--- src/rtl/alu_writeback_seq.sv ---
// ALU writeback sequencer: registers ALU results, owns the NZCV register and
// issues one (normal op) or two (long multiply, RdHi then RdLo) register-file writes.
module alu_writeback_seq #(
    parameter int WIDTH  = 32,
    parameter int ADDR_W = 4
) (
    input  logic              clk,
    input  logic              reset,
    input  logic              in_valid,
    output logic              in_ready,
    input  logic [WIDTH-1:0]  Result,
    input  logic [WIDTH-1:0]  Result2,
    input  logic [3:0]        ALUFlags,
    input  logic              is_long,
    input  logic              RegWrite,
    input  logic [1:0]        FlagWrite,
    input  logic              CondEx,
    input  logic [ADDR_W-1:0] rd,
    input  logic [ADDR_W-1:0] rd_lo,
    output logic [WIDTH-1:0]  ALUOut,
    output logic [3:0]        Flags,
    output logic              we3,
    output logic [ADDR_W-1:0] wa3,
    output logic [WIDTH-1:0]  wd3,
    output logic              done
);

    typedef enum logic [1:0] {
        IDLE   = 2'd0,
        WR1    = 2'd1,
        WR2    = 2'd2,
        RETIRE = 2'd3
    } state_t;

    state_t             state;
    logic [WIDTH-1:0]   res2_q;
    logic [ADDR_W-1:0]  rd_q;
    logic [ADDR_W-1:0]  rd_lo_q;
    logic               is_long_q;

    always_ff @(posedge clk) begin
        if (reset) begin
            state     <= IDLE;
            ALUOut    <= '0;
            res2_q    <= '0;
            rd_q      <= '0;
            rd_lo_q   <= '0;
            is_long_q <= 1'b0;
            Flags     <= 4'b0000;
        end else begin
            case (state)
                IDLE: begin
                    if (in_valid) begin
                        ALUOut    <= Result;
                        res2_q    <= Result2;
                        rd_q      <= rd;
                        rd_lo_q   <= rd_lo;
                        is_long_q <= is_long;
                        // Flags follow FlagWrite/CondEx only; RegWrite never gates them.
                        if (FlagWrite[1] && CondEx) Flags[3:2] <= ALUFlags[3:2];
                        if (FlagWrite[0] && CondEx) Flags[1:0] <= ALUFlags[1:0];
                        state <= (RegWrite && CondEx) ? WR1 : RETIRE;
                    end
                end
                WR1:     state <= is_long_q ? WR2 : IDLE;
                WR2:     state <= IDLE;
                RETIRE:  state <= IDLE;
                default: state <= IDLE;
            endcase
        end
    end

    // Moore decode of the write port from the state and the latched operands.
    always_comb begin
        in_ready = 1'b0;
        we3      = 1'b0;
        wa3      = '0;
        wd3      = '0;
        done     = 1'b0;
        case (state)
            IDLE: in_ready = 1'b1;
            WR1: begin
                we3  = 1'b1;
                wa3  = rd_q;
                wd3  = ALUOut;
                done = ~is_long_q;
            end
            WR2: begin
                we3  = 1'b1;
                wa3  = rd_lo_q;
                wd3  = res2_q;
                done = 1'b1;
            end
            RETIRE:  done = 1'b1;
            default: ;
        endcase
    end

endmodule
--- config.mk ---
export PLATFORM = sky130hd
export DESIGN_NAME = alu_writeback_seq
export DESIGN_NICKNAME = d
export VERILOG_FILES = /design/src/rtl/alu_writeback_seq.sv
export SDC_FILE = /design/constraint.sdc
export NUM_CORES = 1
export LEC_CHECK = 0
export CORE_MARGIN = 1.5
export CORE_UTILIZATION = 38
export CTS_CLUSTER_SIZE = 24
export DETAILED_ROUTE_END_ITERATION = 10
export PLACE_DENSITY = 0.84
export SYNTH_ARGS = -nofsm -noshare
export SYNTH_HDL_FRONTEND = slang
export SYNTH_SLANG_ARGS = --single-unit
--- constraint.sdc ---
create_clock -name clk -period 1.5 [get_ports clk]
set_clock_uncertainty 0.1 [all_clocks]
set_input_delay 0.3 -clock clk [delete_from_list [all_inputs] [get_ports clk]]
set_output_delay 0.3 -clock clk [all_outputs]
set_load 0.005 [all_outputs]
# After elaboration in Yosys (flattened, before gate mapping)
# Cells that the tools add are included.
[totals] reg_bits=79 wordCells=31 out_inout_bits=75
[op_classes] n_eq_ne=4 n_mux=9 bitwise_logic=1 reduce_logical=9
[ops] op="case mux 32 bit (2 select lines)" count=1
[ops] op="case mux 4 bit (2 select lines)" count=1
[ops] op="2-to-1 mux 2 bit" count=3
[ops] op="case mux 2 bit (3 select lines)" count=1
[ops] op="AND reduction 3 bit" count=2
[ops] op="== test 2 bit (second input constant)" count=2
[ops] op="OR reduction 2 bit" count=2
[ops] op="logical AND 1 bit" count=3
[ops] op="== test 2 x 1 -> 1 bit (second input constant)" count=1
[ops] op="zero test 2 bit" count=1
[ops] op="2-to-1 mux 1 bit" count=2
[ops] op="!= test 2 bit (second input constant)" count=1
[ops] op="case mux 1 bit (2 select lines)" count=1
[ops] op="AND reduction 2 bit" count=1
[ops] op="inverter 1 bit" count=1

# Longest topological paths before layout
# Gate-level depths: netlist of run 1.
[logic_depth] depth_word=4 depth_mapped=7 depth_no_buf=5

# Worst setup path before layout of run 1
# OpenSTA, ideal clock, no wires.
[synth_timing] path_type="register to output" startpoint="register state[0]" endpoint="output port wa3[0]" n_path_buf=1 arrival_ns=1.199 stages_incl_launch_ff=5 required_ns=1.100 setup_slack_ns=-0.099 cell_sequence="dfxtp_1 inv_1 ha_1 clkbuf_1 nor2b_1"
[synth_between] elab_chain_cells=2 word_cells_on_any_way=3
[synth_rtl] element="start, declared" line_no="35" rtl="state_t state;"
[synth_rtl] element="start signal, assigned" line_no="62" rtl="state <= (RegWrite && CondEx) ? WR1 : RETIRE;"
[synth_rtl] element="start signal, assigned" line_no="65" rtl="WR1: state <= is_long_q ? WR2 : IDLE;"
[synth_rtl] element="== test 2 bit / == test 2 x 1 -> 1 bit (equally long branches)" line_no="80" rtl="case (state)"
[synth_rtl] element="case mux 4 bit (2 select lines) (*)" line_no="80"
[synth_rtl] element="end, declared" line_no="23" rtl="output logic [ADDR_W-1:0] wa3,"
# Every way passes the cells marked *; elsewhere a longest branch is shown, timed or not.

# Worst setup path after layout of run 1
[layout_timing] startpoint="register state[0]" endpoint="output port wd3[19]"
[layout_between] elab_chain_cells=2 word_cells_on_any_way=3
[layout_rtl] element="== test 2 bit / == test 2 x 1 -> 1 bit (equally long branches)" line_no="80"
[layout_rtl] element="case mux 32 bit (2 select lines) (*)" line_no="80"
[layout_rtl] element="end, declared" line_no="24" rtl="output logic [WIDTH-1:0] wd3,"
# Marked as above.

==> results.toml, run 1 <==
[status]
status = "finished, violations left"
violations = "negative setup slack"

[finish]
fin_util_pct = 82.5
final_cells = 779
drive_gt1_share_pct = 57.5
syn2layout_area_growth_pct = 107
nets = 756
n_antenna_cell = 0
fillerInstances = 510

[setup_path]
crit_chain = "inv_4 > ha_4 > buf_4 > buf_6 > a22oi_2 > nor2b_1 > buf_2"
path_buf_inv = 4
critPathLaunchType = "register"
crit_type = "reg -> out"
path_depth = 7
r2r_start = "state[1]$_SDFFE_PP0P_"
crit_arrival_ps = 1680
endpoint_kind = "primary output"
required_ps = 1100
cp_slowest_cell = "dfxtp_4"
path_max_fanout = 5
path_delay_family = "buffers and inverters"
worst_r2r_path_depth = 9
critical-path-max-stage-delay_ps = 380
reg2reg_to = "res2_q[9]$_SDFFE_PP0P_"
r2r_slack_ps = -280

[synthesis]
ys_types = 22
syn_inst = 435
syn-num-nets = 524
ys.warnings.count = 0
synth_seq_cells = 79
synthesis.area_um2 = 3520
ys_seq_area_share_pct = 44.9
avgSynthCellArea_um2 = 8.10

[timing]
finalCriticalPeriod_ps = 2080
hold_viol = 0
rsz0062_at_grt = "yes"
drv_slew = 0
slew_headroom_pct = 64.3
setup_ws_ps = -576
tightest_slew_ps = 535
fin_crit_sh_pct = 138
setup_viol = 113
max_freq_mhz = 482

[placed_design]
io_buffers = 158
dp_hpwl_um = 7490
post-place-ws_ps = -564
gp_congestion = 0.823
place_inst = 711

[clock_tree]
holdBufCountCts = 0
cts_tree = "built"
clk_path_buf_depth = 2
clk_pin_slew_ps = 90
cts-root-buf = "clkbuf_8"
cts_sinks = 79
clk_latency_ps = 340
cts_buffers = 9
htreeDepth = 3

[detailed_routing]
route.detailed.drc = 0
drt.antenna.violating_nets = 0
vias_per_cell = 5.50
wl_um = 16000
vias = 4286
dr.pass1.iters = 5
drt_iter0_drc = 178
wl_per_cell_um = 20.6

[pwr]
p_leak_uw = 0.00313
ir_drop_mv = 0.669
powerDensity_nw_per_um2 = 1130

[global_routing]
grt_overflow_total = 0
grt_pass1_vias = 4139
grt_pass1_wl_um = 20300
grt_max_degree = 46
grt_antenna_before_repair = 0
grt_usage_pct = 25.9

[flow_run]
maxCapViolCount = 0

[floorplanning]
rows = 34
core_region_area_um2 = 8850
die_h_um = 99.3
chipWidth_um = 99.3
num_io_pins = 159
start_util_pct = 39.8
dieArea_um2 = 9860

[worst_hold_path]
min_from = "reset"
hold_class = "in -> reg"
hold_depth = 3
whs_endpoint = "res2_q[16]$_SDFFE_PP0P_"
per-layer routing:
| layer | track usage [%] | vias up | share of wire [%] |
|---|---|---|---|
| met4 | 9.75 | 0 | 3.9 |
| met2 | 47.2 | 244 | 52 |
| met3 | 4.01 | 60 | 6.9 |
| met1 | 30.5 | 2056 | 38 |
| li1 | - | 1926 | - |
| met5 | 0 | - | 0 |
cell usage after synthesis, drive strengths merged:
master	instances	area, um2
nand4	2	12.5
nor2b	36	225
nor2	7	26.3
or2b	1	8.76
nand3b	1	7.51
and2	1	8.76
nand2	149	562
dfxtp	79	1580
inv	2	7.51
clkbuf	10	37.5
a311oi	1	8.76
a21oi	74	434
buf	25	215
ha	5	62.6
a22oi	36	270
nand2b	1	6.26
mux2i	5	50.1
kinds of logic (layout without fill, tap and decap cells):
kind of cell,count (synthesis),in the layout,share of synthesized area [%]
buffers and inverters,37,273,7.38
adders and majority gates,5,5,1.77
DFF,79,79,44.9
AOI/OAI and AO/OA,111,111,20.2
and+or+nand+nor,198,198,24.3
muxes,5,5,1.42
power breakdown:
group	internal, uW	total (uW)	switching [uW]
sequential	2340	2530	189
combinational	2170	4010	1840
clock	977	1740	762
repair_timing:
item	CTS	global route
setup endpoints to repair	77	118
pin swaps	27	91
gates cloned	10	8
setup buffers	32	9
resized for setup	315	201
flip-flops by register name, indices dropped and copies added (netlist names):
name,count
rd_lo_q,4
ALUOut,32
is_long_q,1
Flags,4
state,2
rd_q,4
res2_q,32
stage by stage:
stage	total power, uW	setup TNS, ps	cell area [um2]	hold slack, ps
after floorplan	3670	-702	3550	336
after global placement	4670	-27350	5420	343
after detailed placement	4730	-29700	5420	351
after CTS	7400	-25620	6420	308
after global routing	8590	-37660	7300	358
final	8280	-31940	7300	353
worst max path at each step:
stage	start	end
after global placement	state[0]$_SDFFE_PP0P_	wd3[18]
after CTS	state[0]$_SDFFE_PP0P_	wd3[4]
after global routing	state[0]$_SDFFE_PP0P_	wd3[19]
after detailed placement	state[0]$_SDFFE_PP0P_	wd3[18]
final	state[0]$_SDFFE_PP0P_	wd3[19]
after floorplan	state[0]$_SDFFE_PP0P_	wa3[0]
final cells by class:
cell class / instances / area [um2] / share of cell area (%)
clock inverter: 3 / 67.6 / 0.926
tap: 108 / 135 / 1.85
timing repair buffer: 256 / 2660 / 36.4
multi-input combinational: 319 / 2650 / 36.4
inverter: 2 / 15.0 / 0.206
sequential: 79 / 1630 / 22.3
clock buffer: 12 / 145 / 1.99
worst min-delay path, delay by kind of cell:
family | cells | cell delay (ps)
compound gates | 1 | 120
buf+inv | 2 | 340
cell usage in the layout (no fill, tap or decap), drive strengths merged:
| cell type | netlist | routed |
|---|---|---|
| nand3b | 1 | 1 |
| bufinv | 0 | 2 |
| dfxtp | 79 | 79 |
| a22oi | 36 | 36 |
| mux2i | 5 | 5 |
| clkdlybuf4s50 | 0 | 82 |
| ha | 5 | 5 |
| a21oi | 74 | 74 |
| and2 | 1 | 1 |
| buf | 25 | 128 |
| nand2b | 1 | 1 |
| nor2b | 36 | 36 |
| clkdlybuf4s15 | 0 | 2 |
| inv | 2 | 2 |
| nand2 | 149 | 149 |
| nand4 | 2 | 2 |
| or2b | 1 | 1 |
| dlygate4sd2 | 0 | 37 |
| a311oi | 1 | 1 |
| nor2 | 7 | 7 |
| clkbuf | 10 | 19 |
| clkinvlp | 0 | 1 |
(Power assumes the default switching activity.)
==> run 2: changes to the inputs <==
--- a/config.mk
+++ b/config.mk
@@ -5,6 +5,7 @@
 export SDC_FILE = /design/constraint.sdc
 export NUM_CORES = 1
 export LEC_CHECK = 0
+export CORE_ASPECT_RATIO = 0.6
 export CORE_MARGIN = 1.5
 export CORE_UTILIZATION = 38
 export CTS_CLUSTER_SIZE = 24
==> run 2 against run 1 <==
  * The run still ends with negative setup slack left
  * Non-clock buffer count fell by 20
  * Die area rose by 0.19%
  * First-iteration DRC count rose by 29%
  * Register-to-register slack improved by 160 ps
  * Worst setup slack improved by 44 ps
==> results.toml, run 2 (synthesis results as in run 1) <==
[timing]
tightest_slew_ps = 615
rsz0062_at_grt = "yes"
setup_viol = 102
whs_ps = 330
setup_ws_ps = -532
finalCriticalPeriod_ps = 2030
slew_headroom_pct = 59.0
drv_slew = 0
fin_crit_sh_pct = 135
max_freq_mhz = 492
hold_viol = 0

[clock_tree]
cts_buffers = 9
clk_path_buf_depth = 2
clk_pin_slew_ps = 60
clk_latency_ps = 330
cts_sinks = 79
htreeDepth = 3
cts-root-buf = "clkbuf_16"
cts_tree = "built"

[placed_design]
placed_cell_area_um2 = 5420
dp_hpwl_um = 7840
gp_congestion = 0.878
place_inst = 711
io_buffers = 158

[finish]
final_cells = 765
final_cell_mix = "nand2_1, clkdlybuf4s50_1, dfxtp_1, a21oi_2, buf_2"
syn2layout_area_growth_pct = 96.2
fin_util_pct = 79.0
final_common_cell = "nand2_1"
n_antenna_cell = 0
regArea_um2 = 1620
nets = 737
multi_input_area_um2 = 2390
design_area_um2 = 6910
reg_top3 = "ALUOut (32), res2_q (32)"
fillerInstances = 535
drive_gt1_share_pct = 47.6

[detailed_routing]
route.detailed.drc = 0
drt_iter0_drc = 229
vias = 4128
wl_um = 15200
dr.pass1.iters = 4
vias_per_cell = 5.40
drt.antenna.violating_nets = 0
wl_per_cell_um = 19.9

[setup_path]
cp_slowest_cell = "dfxtp_4"
worst_r2r_path_depth = 7
crit_chain = "inv_4 > ha_4 > buf_12 > buf_12 > buf_6 > nor2b_1 > buf_2"
required_ps = 1100
path_delay_family = "buffers and inverters"
crit_arrival_ps = 1630
critPathLaunchType = "register"
path_buf_inv = 5
critical-path-max-stage-delay_ps = 360
reg2reg_to = "ALUOut[14]$_SDFFE_PP0P_"
endpoint_kind = "primary output"
crit_path_frequent_cell = "buf_12"
r2r_slack_ps = -120
r2r_start = "state[0]$_SDFFE_PP0P_"
path_max_fanout = 8
crit_type = "reg -> out"

[global_routing]
grt_overflow_total = 0
grt_usage_pct = 25.4
grt_pass1_wl_um = 19500
grt_antenna_before_repair = 0
grt_pass1_vias = 3906
grt_max_degree = 43

[status]
violations = "negative setup slack"
status = "finished, violations left"

[floorplanning]
die_h_um = 77.6
rows = 26
start_util_pct = 40.3
core_region_area_um2 = 8750
num_io_pins = 159
chipWidth_um = 127
dieArea_um2 = 9880

[flow_run]
maxCapViolCount = 0

[worst_hold_path]
whs_endpoint = "res2_q[14]$_SDFFE_PP0P_"
min_from = "reset"
hold_depth = 3
hold_class = "in -> reg"

[pwr]
ir_drop_mv = 0.922
power_uw = 8970
powerDensity_nw_per_um2 = 1300
p_leak_uw = 0.00287
[run 2: cell count changes in the layout (fill, tap and decap cells not counted), sizes merged]
cell | before | now
buf | 128 | 110
bufinv | 2 | 4
dlygate4sd2 | 37 | 35
and2 | 1 | 2
clkbuf | 19 | 18
clkdlybuf4s15 | 2 | 1
clkinv | 0 | 1
[run 2: timing repair]
action                                  in CTS  in global routing
endpoints found under the setup margin      75                 88
pin swaps                                   13                 79
resized for setup                          274                139
hold buffers                                 0                  0
buffers inserted                            16                  7
cloned                                       6                 14
[run 2: tightest hold or removal path, stage by stage]
cell	delay (ps)
buf_2	130
buf_12	180
a21oi_2	110
[run 2: through the flow]
step,setup slack [ps],TNS (ps)
floorplan,-24.2,-702
global placement,-531,-29110
detailed placement,-571,-32380
CTS,-535,-18570
global route,-575,-25670
finish,-532,-21450
[run 2: where the power goes]
| part | switching [uW] | total [uW] | internal [uW] |
|---|---|---|---|
| Clock | 875 | 2670 | 1790 |
| Sequential | 180 | 2520 | 2340 |
| Combinational | 1710 | 3780 | 2060 |
[run 2: how the worst max path moves through the flow]
stage | startpoint | slack [ps] | endpoint | cells after the start
2_1_floorplan | state[0]$_SDFFE_PP0P_ | -20 | wa3[0] | 6
3_3_place_gp | state[1]$_SDFFE_PP0P_ | -530 | done | 6
3_5_place_dp | state[1]$_SDFFE_PP0P_ | -570 | done | 6
4_1_cts | state[0]$_SDFFE_PP0P_ | -530 | wd3[29] | 7
5_1_grt | state[0]$_SDFFE_PP0P_ | -570 | wd3[31] | 7
6_report | state[0]$_SDFFE_PP0P_ | -530 | wd3[28] | 7
[run 2: metal layers]
| metal | GRT usage (%) | part of all wire (%) | up-vias |
|---|---|---|---|
| li1 | - | - | 1882 |
| met1 | 30.4 | 42 | 2001 |
| met2 | 43.6 | 48 | 223 |
| met3 | 8.07 | 8.7 | 22 |
| met4 | 7.73 | 1.5 | 0 |
| met5 | 0 | 0 | - |
[run 2: final cells by class]
class	instances	share of cell area, %
repair buffers	236	34.5
clock buffers	10	3.31
inverters	2	0.181
flip-flops and latches	79	23.4
clock inverters	6	1.92
multi-input cells	320	34.6
well taps	112	2.03
==> run 3: changes to the inputs <==
--- a/config.mk
+++ b/config.mk
@@ -5,6 +5,7 @@
 export SDC_FILE = /design/constraint.sdc
 export NUM_CORES = 1
 export LEC_CHECK = 0
+export ABC_CLOCK_PERIOD_IN_PS = 1500
 export CORE_ASPECT_RATIO = 0.6
 export CORE_MARGIN = 1.5
 export CORE_UTILIZATION = 38
==> results of run 3 <==
Same layout as run 2: the final DEF is identical, and so are final timing and power.
